===== config.mk =====
export PLATFORM = sky130hd
export DESIGN_NAME = pc_sequencer
export DESIGN_NICKNAME = d
export VERILOG_FILES = /design/src/rtl/pc_sequencer.sv
export SDC_FILE = /design/constraint.sdc
export NUM_CORES = 1
export LEC_CHECK = 0
export CAP_MARGIN = 20
export CORE_AREA = 5 5 132 102
export DETAILED_ROUTE_END_ITERATION = 8
export DIE_AREA = 0 0 137 107
export PLACE_DENSITY_LB_ADDON = 0.08
export SETUP_SLACK_MARGIN = 0.05
export SLEW_MARGIN = 0
export SYNTH_ARGS = -nofsm -noshare
export SYNTH_HDL_FRONTEND = slang
export SYNTH_SLANG_ARGS = --single-unit

===== constraint.sdc =====
create_clock -name Clk -period 3.4 [get_ports Clk]
set_input_delay 0.34 -clock Clk [delete_from_list [all_inputs] [get_ports Clk]]
set_output_delay 0.34 -clock Clk [all_outputs]
set_load 0.05 [all_outputs]

===== src/rtl/pc_sequencer.sv =====
// Program-counter unit for the fetch stage: PC register, next-PC selection with redirect priority,
// halt/resume control, redirect alignment checking and a fetch-valid qualifier.
module pc_sequencer #(
    parameter int unsigned      WIDTH    = 32,
    parameter int unsigned      INC      = 4,
    parameter int unsigned      SHIFT    = 2,
    parameter logic [WIDTH-1:0] RESET_PC = WIDTH'(32'h0000_0000),
    parameter logic [WIDTH-1:0] TRAP_VEC = WIDTH'(32'h0000_0080)
) (
    input  logic             Clk,
    input  logic             Reset,
    input  logic             Stall,
    input  logic             BranchTaken,
    input  logic [WIDTH-1:0] BranchOffset,
    input  logic             JumpEn,
    input  logic [25:0]      JumpIndex,
    input  logic             JrEn,
    input  logic [WIDTH-1:0] JrTarget,
    input  logic             Halt,
    input  logic             Resume,
    output logic [WIDTH-1:0] PC,
    output logic [WIDTH-1:0] PCPlusInc,
    output logic [WIDTH-1:0] BranchTarget,
    output logic             FetchValid,
    output logic             MisalignFault
);

    // INC is a power of two, so INC-1 masks the bits that must be zero in a redirect target.
    localparam logic [WIDTH-1:0] ALIGN_MASK = WIDTH'(INC - 1);

    typedef enum logic [1:0] {StBoot, StRun, StHalt} state_t;

    state_t           state_q, state_d;
    logic [WIDTH-1:0] pc_q, pc_d;
    logic             fetch_valid_q, fetch_valid_d;
    logic             fault_q, fault_d;

    logic [WIDTH-1:0] pc_plus_inc;
    logic [WIDTH-1:0] branch_target;
    logic [WIDTH-1:0] jump_target;
    logic [WIDTH-1:0] redirect_target;
    logic             redirect;
    logic             misaligned;

    assign pc_plus_inc   = pc_q + WIDTH'(INC);
    assign branch_target = pc_plus_inc + (BranchOffset << SHIFT);
    assign jump_target   = {pc_plus_inc[WIDTH-1:28], JumpIndex, 2'b00};

    always_comb begin
        redirect        = JrEn | JumpEn | BranchTaken;
        redirect_target = branch_target;
        if (JrEn) begin
            redirect_target = JrTarget;
        end else if (JumpEn) begin
            redirect_target = jump_target;
        end
    end

    assign misaligned = |(redirect_target & ALIGN_MASK);

    always_comb begin
        state_d       = state_q;
        pc_d          = pc_q;
        fetch_valid_d = fetch_valid_q;
        fault_d       = fault_q;
        unique case (state_q)
            StBoot: begin
                state_d       = StRun;
                fetch_valid_d = 1'b1;
            end
            StRun: begin
                // A stalled cycle drops any redirect; the requester must assert it again.
                if (!Stall) begin
                    if (redirect) begin
                        if (misaligned) begin
                            pc_d    = TRAP_VEC;
                            fault_d = 1'b1;
                        end else begin
                            pc_d = redirect_target;
                        end
                    end else begin
                        pc_d = pc_plus_inc;
                    end
                end
                if (Halt) begin
                    state_d       = StHalt;
                    fetch_valid_d = 1'b0;
                end
            end
            StHalt: begin
                if (Resume && !Halt) begin
                    state_d       = StRun;
                    fetch_valid_d = 1'b1;
                end
            end
            default: begin
                state_d       = StBoot;
                fetch_valid_d = 1'b0;
            end
        endcase
    end

    always_ff @(posedge Clk or posedge Reset) begin
        if (Reset) begin
            state_q       <= StBoot;
            pc_q          <= RESET_PC;
            fetch_valid_q <= 1'b0;
            fault_q       <= 1'b0;
        end else begin
            state_q       <= state_d;
            pc_q          <= pc_d;
            fetch_valid_q <= fetch_valid_d;
            fault_q       <= fault_d;
        end
    end

    assign PC            = pc_q;
    assign PCPlusInc     = pc_plus_inc;
    assign BranchTarget  = branch_target;
    assign FetchValid    = fetch_valid_q;
    assign MisalignFault = fault_q;

endmodule

==> results of run 1 <==
final timing paths:
check                              start          endpoint  depth (start not counted)
max in group asynchronous          Reset            PC[13]                          3
hold / removal                     Reset             PC[4]                          3
setup / recovery                   PC[2]  BranchTarget[27]                         16
hold reg to reg            MisalignFault     MisalignFault                          1
min in group Clk           MisalignFault     MisalignFault                          1
setup reg to reg                   PC[2]            PC[27]                         18
per-stage QoR:
stage | power [W] | util
after floorplan | 0.00686 | -
after global placement | 0.0111 | 0.775
after detailed placement | 0.0112 | 0.775
after CTS | 0.0128 | 0.864
after global routing | 0.0146 | 0.913
final | 0.0142 | 0.913
worst max-delay path: stages, from the launching register on:
cell and delay [ps]:
dfrtp_4 490, ha_4 150, and4_4 250, and4_4 270, nand4_1 130, buf_6 170, xnor2_4 180, buf_6 130
ha_4 210, a21oi_4 130, o21ai_2 100, a211oi_2 300, o311ai_4 230, buf_4 190, a21oi_4 180, xnor2_4 150
buf_12 160
power by group:
part	switching [W]	total [W]	internal, W
Combinational	0.00711	0.0128	0.00565
Sequential	0.000213	0.000843	0.000630
Clock	0.000221	0.000587	0.000366
logic make-up after synthesis:
family	count (synthesis)	share of synthesized area
buf+inv	54	0.0475
flops	35	0.186
compound gates	217	0.301
mux	8	0.0170
xor+xnor	55	0.104
fa+ha+maj	38	0.102
simple gates	220	0.242
timing repair:
item | CTS | global route
pin swaps | 54 | 69
gates resized for setup | 112 | 91
endpoints found under the setup margin | 40 | 43
buffers inserted | 35 | 35
cell usage after synthesis (5+ instances only):
cell type / instances
o21ai_0: 42
and3_1: 16
nor3_1: 14
a21o_1: 14
dfrtp_1: 35
nand2b_1: 5
o21bai_1: 6
a21oi_1: 70
o211ai_1: 5
nand3_1: 20
o21a_1: 5
xor2_1: 21
mux2i_1: 8
and2_1: 8
inv_1: 22
clkbuf_1: 23
xnor2_1: 33
nor2b_1: 6
buf_4: 5
ha_1: 37
a22oi_1: 5
nand4_1: 11
nand2_1: 67
o21ai_1: 6
a211oi_1: 7
nor2_1: 44
a31oi_1: 7
and4_1: 7
routing by layer:
metal | share of wire | vias up | GRT usage
met5 | 0 | - | 0
met4 | 0.073 | 0 | 0.184
met3 | 0.13 | 235 | 0.0990
met2 | 0.45 | 789 | 0.599
met1 | 0.35 | 3628 | 0.448
li1 | - | 3112 | -
state kept, by name (all words and copies together) (netlist names):
register and flops:
PC 32, state_q 2, MisalignFault 1
layout make-up:
type	count	area [µm²]	area share
clock buffers	6	139	0.0126
clock inverters	2	35.0	0.00319
inverters	23	86.3	0.00785
multi-input cells	538	5530	0.503
flip-flops and latches	35	916	0.0833
well taps	166	208	0.0189
repair buffers	426	4090	0.372
==> results.md, run 1 <==
- Placed instance count: 1132
- Clock Skew: 4.55 ps
- Final std cells w/o fill: 1196
- DR vias/cell: 6.49
- Main synth FF type: dfrtp_1
- Die height: 107 µm
- Violated checks: negative setup slack
- CTS Buffer Depth: 2
- Synth Register Bits: 35
- Leak Pwr: 4.64 nW
- Outcome: finished, violations left
- ANT nets after route: 0
- Part of the cycle the worst path needs: 1.20
- Pwr dens: 1290 nW/µm²
- Detailed Route Iter0 Violations: 977
- Setup TNS Final: -10750 ps
- Avg Cell Area, Syn: 7.52 µm²
- Global-route wire length before repair: 41.9 mm
- CTS tree: yes
- Synth async-reset ratio: 1.00
- Detail Placement HPWL: 19.0 mm
- P&R area growth vs syn: 133%
- ANT cells: 0
- I/O Buffers: 193
- Total core area: 12000 µm²
- FP Rows: 35
- Fill cells: 470
- Synth area leaders: dfrtp_1 19%, ha_1 9.8%, a21oi_1 7.4%
- Synth area leader: dfrtp_1
- Share of cells above drive strength 1: 0.491
- Via count: 7764
- Cts hold-fix bufs: 0
- WHS: 484 ps
- CTS buffer count: 5
- Avg WL per Cell: 27.0 µm
- Worst setup SP type: flip-flop
- Htree depth: 2
- Final wirelength: 32.3 mm
- Post-Syn Area: 4710 µm²
- Placed cell area: 9330 µm²
- DP Worst Slack: -460 ps
- RSZ-0062 raised after global routing: yes
- Maximum vdd drop: 1140 µV
- Min Tclk post-route: 4070 ps
- Post-synthesis sequential area ratio: 0.186
- CP endpoint kind: primary output
- Fmax: 246 MHz
- Final net count: 1165
- Final instance area: 11000 µm²
- Clock latency on the worst-skew pair: 300 ps
- EDFF count, synth: 0
- Maxcap violations: 0
- # setup viols final: 33
- Die Width: 137 µm
- Most frequent cells in the layout: 199 x buf_4, 161 x clkdlybuf4s50_1, 55 x nand2_1
- GRT Overall Usage: 0.368
- YS warnings: 0
- Final hold violation count: 0
- Vias in the first global route: 7638
- Residual DRC: 0
- R2R Setup Slk: -450 ps
- Synth top area share: 0.186
- DR pass1 iterations: 6
- Actual slew at the worst max-slew pin: 1040 ps
- Clk pin slew, worst setup/hold paths: 60 ps
- Final WS setup: -665 ps
- CP required: 3060 ps
- Mapped Nets: 763
- Critical Path Fanout Max: 5
- Gp weighted congestion: 0.991
- Relative slew slack: 0.304
- Clock net sink count: 35
- Die ar.: 14700 µm²
- Root Buffer: clkbuf_16
- Initial antenna violation count: 0
- Starting density of the core: 0.391
- Worst hold path type: input pin to asynchronous set/reset pin
- Cell variety after synth: 76
- Grt ovf: 0
- Final max-slew violation count: 0
- Critical path class: flip-flop to primary output
- Syn Inst Count: 627
- Crit path DAT: 3730 ps
- Commonest non-fill, non-tap cell in the layout: buf_4
- IO Pins: 196
- Largest net degree at the start of global routing: 36
Power figures use the tool's default switching activity.
==> inputs of run 2 (changes only) <==
--- a/config.mk
+++ b/config.mk
@@ -6,9 +6,10 @@
 export NUM_CORES = 1
 export LEC_CHECK = 0
 export CAP_MARGIN = 20
-export CORE_AREA = 5 5 132 102
+export CORE_AREA = 2 2 129 99
 export DETAILED_ROUTE_END_ITERATION = 8
-export DIE_AREA = 0 0 137 107
+export DIE_AREA = 0 0 131 101
+export GPL_TIMING_DRIVEN = 1
 export PLACE_DENSITY_LB_ADDON = 0.08
 export SETUP_SLACK_MARGIN = 0.05
 export SLEW_MARGIN = 0
==> run 2 against run 1 <==
Compared with the run above: the run still ends with negative setup slack left; count of clock-buffer cells in the layout is the same; non-clock buffer count fell by 11; maximum frequency rose by 0.45%; final cell count shrank 0.92%; power shrank 6.0%; critical path type unchanged.
==> results.md, run 2 (same netlist as run 1, synthesis figures left out) <==
- Outcome: finished, violations left
- Violated checks: negative setup slack
- Detailed Route Iter0 Violations: 734 (-25%)
- Vias in the first global route: 7214 (-5.6%)
- Global-route wire length before repair: 38.2 mm (-8.9%)
- CTS Buffer Depth: 2 (unchanged)
- Via count: 7238 (-6.8%)
- I/O Buffers: 193 (unchanged)
- Setup TNS Final: -9730 ps (+1020 ps)
- Maxcap violations: 0 (unchanged)
- DP Worst Slack: -432 ps (+28.4 ps)
- IO Pins: 196 (unchanged)
- Part of the cycle the worst path needs: 1.19 (-0.00534)
- Final net count: 1154 (-0.94%)
- Clock net sink count: 35 (unchanged)
- CP required: 3060 ps (about the same)
- Maximum vdd drop: 977 µV (-14%)
- Starting density of the core: 0.391 (unchanged)
- Actual slew at the worst max-slew pin: 749 ps (-291 ps)
- Avg WL per Cell: 22.9 µm (-15%)
- WHS: 477 ps (-6.83 ps)
- Clk pin slew, worst setup/hold paths: 60 ps (about the same)
- DR vias/cell: 6.11 (-5.9%)
- ANT nets after route: 0 (unchanged)
- DR pass1 iterations: 7 (+1)
- Number of flip-flops in the largest register: 32 (unchanged)
- Clock latency on the worst-skew pair: 290 ps (about the same)
- P&R area growth vs syn: 124%
- ANT cells: 0 (unchanged)
- Final WS setup: -647 ps (+18.2 ps)
- Worst reg2reg startpoint: PC[13]
- CTS buffer count: 5 (unchanged)
- Clock power frac: 0.043 (+0.002)
- Grt ovf: 0 (unchanged)
- Most frequent cells in the layout: 203 x buf_4, 160 x clkdlybuf4s50_1, 57 x nand2_1
- Min Tclk post-route: 4050 ps (-18.2 ps)
- Initial antenna violation count: 0 (unchanged)
- Die Width: 131 µm (-4.4%)
- Sequential Power Share: 0.061 (+0.002)
- Largest net degree at the start of global routing: 24 (-33%)
- Clock Skew: 4.91 ps (+0.358 ps)
- CP endpoint kind: primary output
- Worst hold path type: flip-flop to flip-flop
- Share of cells above drive strength 1: 0.457 (-0.0340)
- Relative slew slack: 0.500 (+0.196)
- Crit path DAT: 3710 ps (-20 ps)
- P_sw: 0.00704 W (-6.7%)
- Final max-slew violation count: 0 (unchanged)
- Commonest non-fill, non-tap cell in the layout: buf_4
- Switching Share: 0.528 (-0.00358)
- Worst path top cell family by delay: compound AO/OA/AOI/OAI gates
- Leak Pwr: 4.56 nW (-1.7%)
- Final wirelength: 27.2 mm (-16%)
- Gp weighted congestion: 1.04 (+4.5%)
- Max incr delay on CP: 430 ps (-60 ps)
- Root Buffer: clkbuf_16
- GRT Overall Usage: 0.378 (+0.00916)
- Bufs and invs on worst path: 3 (-1)
- Detail Placement HPWL: 18.3 mm (-3.5%)
- Fmax: 247 MHz (+0.45%)
- # setup viols final: 31 (-6.1%)
- Cts hold-fix bufs: 0 (unchanged)
- Worst setup SP type: flip-flop
- Critical Path Source: PC[13]
- FP Rows: 35 (unchanged)
- Final hold violation count: 0 (unchanged)
- CTS tree: yes
- Total core area: 12000 µm² (unchanged)
- RSZ-0062 raised after global routing: yes
- Critical path class: flip-flop to primary output
- Pwr dens: 1260 nW/µm² (-2.2%)
- Cells along the critical path: and4_4 -> buf_4 -> buf_4 -> and4_4 -> nand2_2 -> xnor2_4 -> ha_1 -> a21oi_2 -> o21bai_1 -> a221o_1 -> a21oi_4 -> o21ai_4 -> a311o_2 -> buf_12
- Residual DRC: 0 (unchanged)
- Combinational Power Share: 0.896 (-0.003)
- Slowest-stage cell, CP: a311o_2
- Htree depth: 2 (unchanged)
- Die height: 101 µm (-5.6%)
- Internal: 0.00629 W (-5.3%)
- Hold Crit Start: MisalignFault
- Critical Path Fanout Max: 4 (-1)
- Die ar.: 13200 µm² (-9.7%)
-- run 2: metrics by stage --
step,cells,power (W),instance area (µm²),utilization
floorplan,627,0.00686,5760,-
global placement,1132,0.0110,9330,0.775
detailed placement,1132,0.0112,9330,0.775
CTS,1169,0.0125,10200,0.845
global route,1185,0.0137,10600,0.878
finish,1185,0.0133,10600,0.878
-- run 2: worst register-to-register path, cell delays in order (launching register included) --
cell,delay [ps]
dfrtp_4,400
and4_4,250
buf_4,120
buf_4,110
and4_4,260
nand4_1,110
buf_4,180
xnor2_4,210
ha_4,250
a21oi_4,170
o21ai_2,110
a211oi_2,260
o311ai_4,200
buf_4,180
a21oi_4,170
xnor2_4,100
buf_6,130
o311ai_4,230
o311ai_1,170
-- run 2: final cells by class --
type | instances | area (µm²)
fill | 569 | 1470
clock buffer | 6 | 139
inverter | 23 | 88.8
sequential | 35 | 916
tap | 166 | 208
multi-input combinational | 538 | 5240
clock inverter | 2 | 35.0
timing repair buffer | 415 | 3940
-- run 2: worst paths after layout --
path | end | slack [ps] | depth (start not counted)
worst max-delay path | BranchTarget[29] | -650 | 14
worst min-delay path | MisalignFault | 480 | 1
worst max register to register | PC[27] | -350 | 18
worst min register to register | MisalignFault | 480 | 1
max in group asynchronous | PC[23] | 2110 | 3
min in group asynchronous | MisalignFault | 490 | 2
-- run 2: power by group through the flow --
stage	combinational [W]	sequential, W	clock [W]
final	0.0120	0.000809	0.000572
after global routing	0.0123	0.000824	0.000586
after CTS	0.0111	0.000794	0.000562
after detailed placement	0.0104	0.000802	0
after global placement	0.0102	0.000787	0
after floorplan	0.00525	0.00161	0
-- run 2: layer usage --
layer  wire length [µm]  vias up  GRT usage  share of wire
li1                   -     3094          -              -
met1              10500     3454      0.489           0.39
met2              12500      554      0.626           0.46
met3               2830      136     0.0780           0.10
met4               1340        0      0.131          0.049
met5                  0        -          0              0
-- run 2: what timing repair did --
action,in CTS,in global routing
endpoints found under the setup margin,35,41
buffers inserted,29,17
endpoints found under the hold margin,0,0
gates resized for setup,81,59
pin swaps,58,40
==> inputs of run 3 (changes only) <==
--- a/config.mk
+++ b/config.mk
@@ -5,10 +5,12 @@
 export SDC_FILE = /design/constraint.sdc
 export NUM_CORES = 1
 export LEC_CHECK = 0
+export ABC_AREA = 1
 export CAP_MARGIN = 20
-export CORE_AREA = 2 2 129 99
+export CORE_AREA = 2 2 139 107
+export CTS_CLUSTER_SIZE = 10
 export DETAILED_ROUTE_END_ITERATION = 8
-export DIE_AREA = 0 0 131 101
+export DIE_AREA = 0 0 141 109
 export GPL_TIMING_DRIVEN = 1
 export PLACE_DENSITY_LB_ADDON = 0.08
 export SETUP_SLACK_MARGIN = 0.05
==> run 3 against run 2 <==
Compared with the run above: the run still ends with negative setup slack left; critical path depth up 4; sequential cell count unchanged; clock power down 16%; non-clock buffer count down 99; register-to-register slack better by 500 ps; global-route usage down 6.3 points; power down 7.2%; via count up 2.4%; combinational power down 8%; maximum frequency up 17%; highest routed layer unchanged.
==> results.md, run 3 <==
- Outcome: finished, violations left
- Violated checks: negative setup slack
- Final wirelength: 25.6 mm (-5.9%)
- # setup viols final: 6 (-81%)
- Final hold violation count: 0 (unchanged)
- Crit path DAT: 3110 ps (-600 ps)
- YS warnings: 0 (unchanged)
- Part of the cycle the worst path needs: 1.02 (-0.175)
- DP Worst Slack: 46.4 ps (+478 ps)
- P_sw: 0.00700 W (-0.61%)
- CP endpoint kind: primary output
- RSZ-0062 raised after global routing: yes
- R2R Setup Slk: 150 ps (+500 ps)
- Detailed Route Iter0 Violations: 475 (-35%)
- Internal: 0.00538 W (-15%)
- FP Rows: 38 (+8.6%)
- Via count: 7413 (+2.4%)
- Clock Skew: 5.10 ps (+0.191 ps)
- Cts hold-fix bufs: 0 (unchanged)
- Avg Cell Area, Syn: 5.80 µm² (-23%)
- Post-synthesis sequential area ratio: 0.159 (-0.0265)
- Clock power frac: 0.039 (-0.004)
- Clock net sink count: 35 (unchanged)
- Fill cells: 1068 (+88%)
- EDFF count, synth: 0 (unchanged)
- Total core area: 14100 µm² (+17%)
- ANT nets after route: 0 (unchanged)
- CTS tree: yes
- WHS: 466 ps (-11.4 ps)
- Most frequent cells in the layout: 251 x nand2_1, 166 x clkdlybuf4s50_1, 136 x inv_1
- Cell variety after synth: 45 (-41%)
- P&R area growth vs syn: 92.6%
- Most frequent cell after synthesis: nand2_1
- Residual DRC: 0 (unchanged)
- Final Util: 0.749 (-0.128)
- Grt ovf: 0 (unchanged)
- CTS buffer count: 5 (unchanged)
- Leak Pwr: 5.08 nW (+11%)
- Commonest cells post-synth: 327 x nand2_1, 164 x inv_1, 62 x nor2_1, 47 x nand3_1, 45 x a21oi_1
- Largest net degree at the start of global routing: 37 (+54%)
- Final WS setup: -51.1 ps (+596 ps)
- Synth area leaders: nand2_1 22%, dfrtp_1 16%, inv_1 11%
- Sequential Power Share: 0.072 (+0.011)
- CTS Buffer Depth: 2 (unchanged)
- Post-Syn Area: 5490 µm² (+17%)
- Worst hold path type: input pin to asynchronous set/reset pin
- Mapped Nets: 1083 (+42%)
- DR pass1 iterations: 6 (-1)
- GRT Overall Usage: 0.314 (-0.0632)
- IO Pins: 196 (unchanged)
- Relative slew slack: 0.409 (-0.0910)
- Global-route wire length before repair: 37.0 mm (-3.2%)
- Combinational Power Share: 0.889 (-0.007)
- Number of flip-flops in the largest register: 32 (unchanged)
- Critical path class: flip-flop to primary output
- Min Tclk post-route: 3450 ps (-596 ps)
- Switching Share: 0.565 (+0.0373)
- Clock latency on the worst-skew pair: 290 ps (about the same)
- Die ar.: 15400 µm² (+16%)
- Share of cells above drive strength 1: 0.380 (-0.0775)
- Die height: 109 µm (+7.9%)
- Starting density of the core: 0.389 (-0.00221)
- Htree depth: 2 (unchanged)
- Die Width: 141 µm (+7.6%)
- Root Buffer: clkbuf_16
- Actual slew at the worst max-slew pin: 881 ps (+132 ps)
- Maximum vdd drop: 1190 µV (+22%)
- Synth async-reset ratio: 1.00 (unchanged)
- Final net count: 1383 (+20%)
- Main synth FF type: dfrtp_1
- Synth area leader: nand2_1
- Vias in the first global route: 7080 (-1.9%)
- Synth top area share: 0.223 (+0.0375)
- Final instance area: 10600 µm² (+0.12%)
- CP required: 3060 ps (about the same)
- Commonest non-fill, non-tap cell in the layout: nand2_1
- Fmax: 290 MHz (+17%)
- Syn Inst Count: 947 (+51%)
- Initial antenna violation count: 2 (+2)
- Synth Register Bits: 35 (unchanged)
- Critical Path Fanout Max: 5 (+1)
- Maxcap violations: 0 (unchanged)
- DR vias/cell: 5.18 (-15%)
- Detail Placement HPWL: 18.7 mm (+2.5%)
- Avg WL per Cell: 17.9 µm (-22%)
- Final max-slew violation count: 0 (unchanged)
- Placed cell area: 8570 µm² (-8.2%)
- Worst setup SP type: flip-flop
- Gp weighted congestion: 0.937 (-9.6%)
- Pwr dens: 1170 nW/µm² (-7.3%)
- I/O Buffers: 193 (unchanged)
- Clk pin slew, worst setup/hold paths: 60 ps (about the same)
==> run 3: final timing paths <==
| kind | from | to | cells after the start |
|---|---|---|---|
| max | PC[16] | BranchTarget[28] | 18 |
| min | Reset | PC[21] | 3 |
| max reg2reg | PC[8] | PC[24] | 23 |
| min reg2reg | MisalignFault | MisalignFault | 1 |
| max in group asynchronous | Reset | PC[18] | 3 |
| min in group Clk | MisalignFault | MisalignFault | 1 |
==> run 3: cell families after synthesis <==
group | Yosys count | synth area share
xor gates and xnor gates | 33 | 0.0526
and+or+nand+nor | 520 | 0.417
AOI/OAI and AO/OA | 127 | 0.145
DFF | 35 | 0.159
buffers and inverters | 194 | 0.138
adders and majority gates | 38 | 0.0879
==> run 3: area by class of cell <==
cell class,count,area [µm²],share of cell area
multi-input combinational,718,5490,0.518
timing repair buffer,316,3160,0.298
sequential,35,900,0.0850
inverter,171,661,0.0624
tap,180,225,0.0213
clock buffer,7,143,0.0135
clock inverter,1,5.00,0.000473
antenna,2,5.00,0.000473
==> run 3: metrics by stage <==
stage                     cells  total power [W]  setup TNS, ps
after floorplan             947          0.00630          -9.91
after global placement     1353          0.00977              0
after detailed placement   1353          0.00979              0
after CTS                  1396           0.0111              0
after global routing       1428           0.0130          -1640
final                      1430           0.0124           -190
==> run 3: critical path, cell delays in order (launching register included) <==
cell	delay (ps)
dfrtp_2	390
nand2_1	80
buf_4	140
nor2_4	170
nand2_1	90
nor3_2	230
nand2_1	110
nand2_2	110
inv_4	60
ha_4	340
nand2_8	70
nor2_4	110
nand2_2	70
nor4_2	260
nand2_1	140
nand2_1	80
nand2_1	70
and2_4	140
buf_12	140
==> run 3: power groups by stage <==
stage               Clock (W)  Combinational [W]  Sequential (W)
floorplan                   0            0.00481         0.00149
global placement            0            0.00891        0.000861
detailed placement          0            0.00893        0.000866
CTS                  0.000481            0.00972        0.000864
global route         0.000502             0.0115        0.000911
finish               0.000482             0.0110        0.000890
==> run 3: per-layer routing <==
| metal | track usage | vias up | share of wire |
|---|---|---|---|
| met5 | 0 | - | 0 |
| met4 | 0.131 | 0 | 0.035 |
| met3 | 0.0641 | 67 | 0.083 |
| met2 | 0.517 | 355 | 0.46 |
| met1 | 0.406 | 3417 | 0.42 |
| li1 | - | 3574 | - |
==> run 3: what timing repair did <==
item	4_1_cts	5_1_grt
pin swaps	59	94
endpoints found under the setup margin	20	25
setup buffers	35	32
gates resized for setup	132	188
endpoints found under the hold margin	0	0
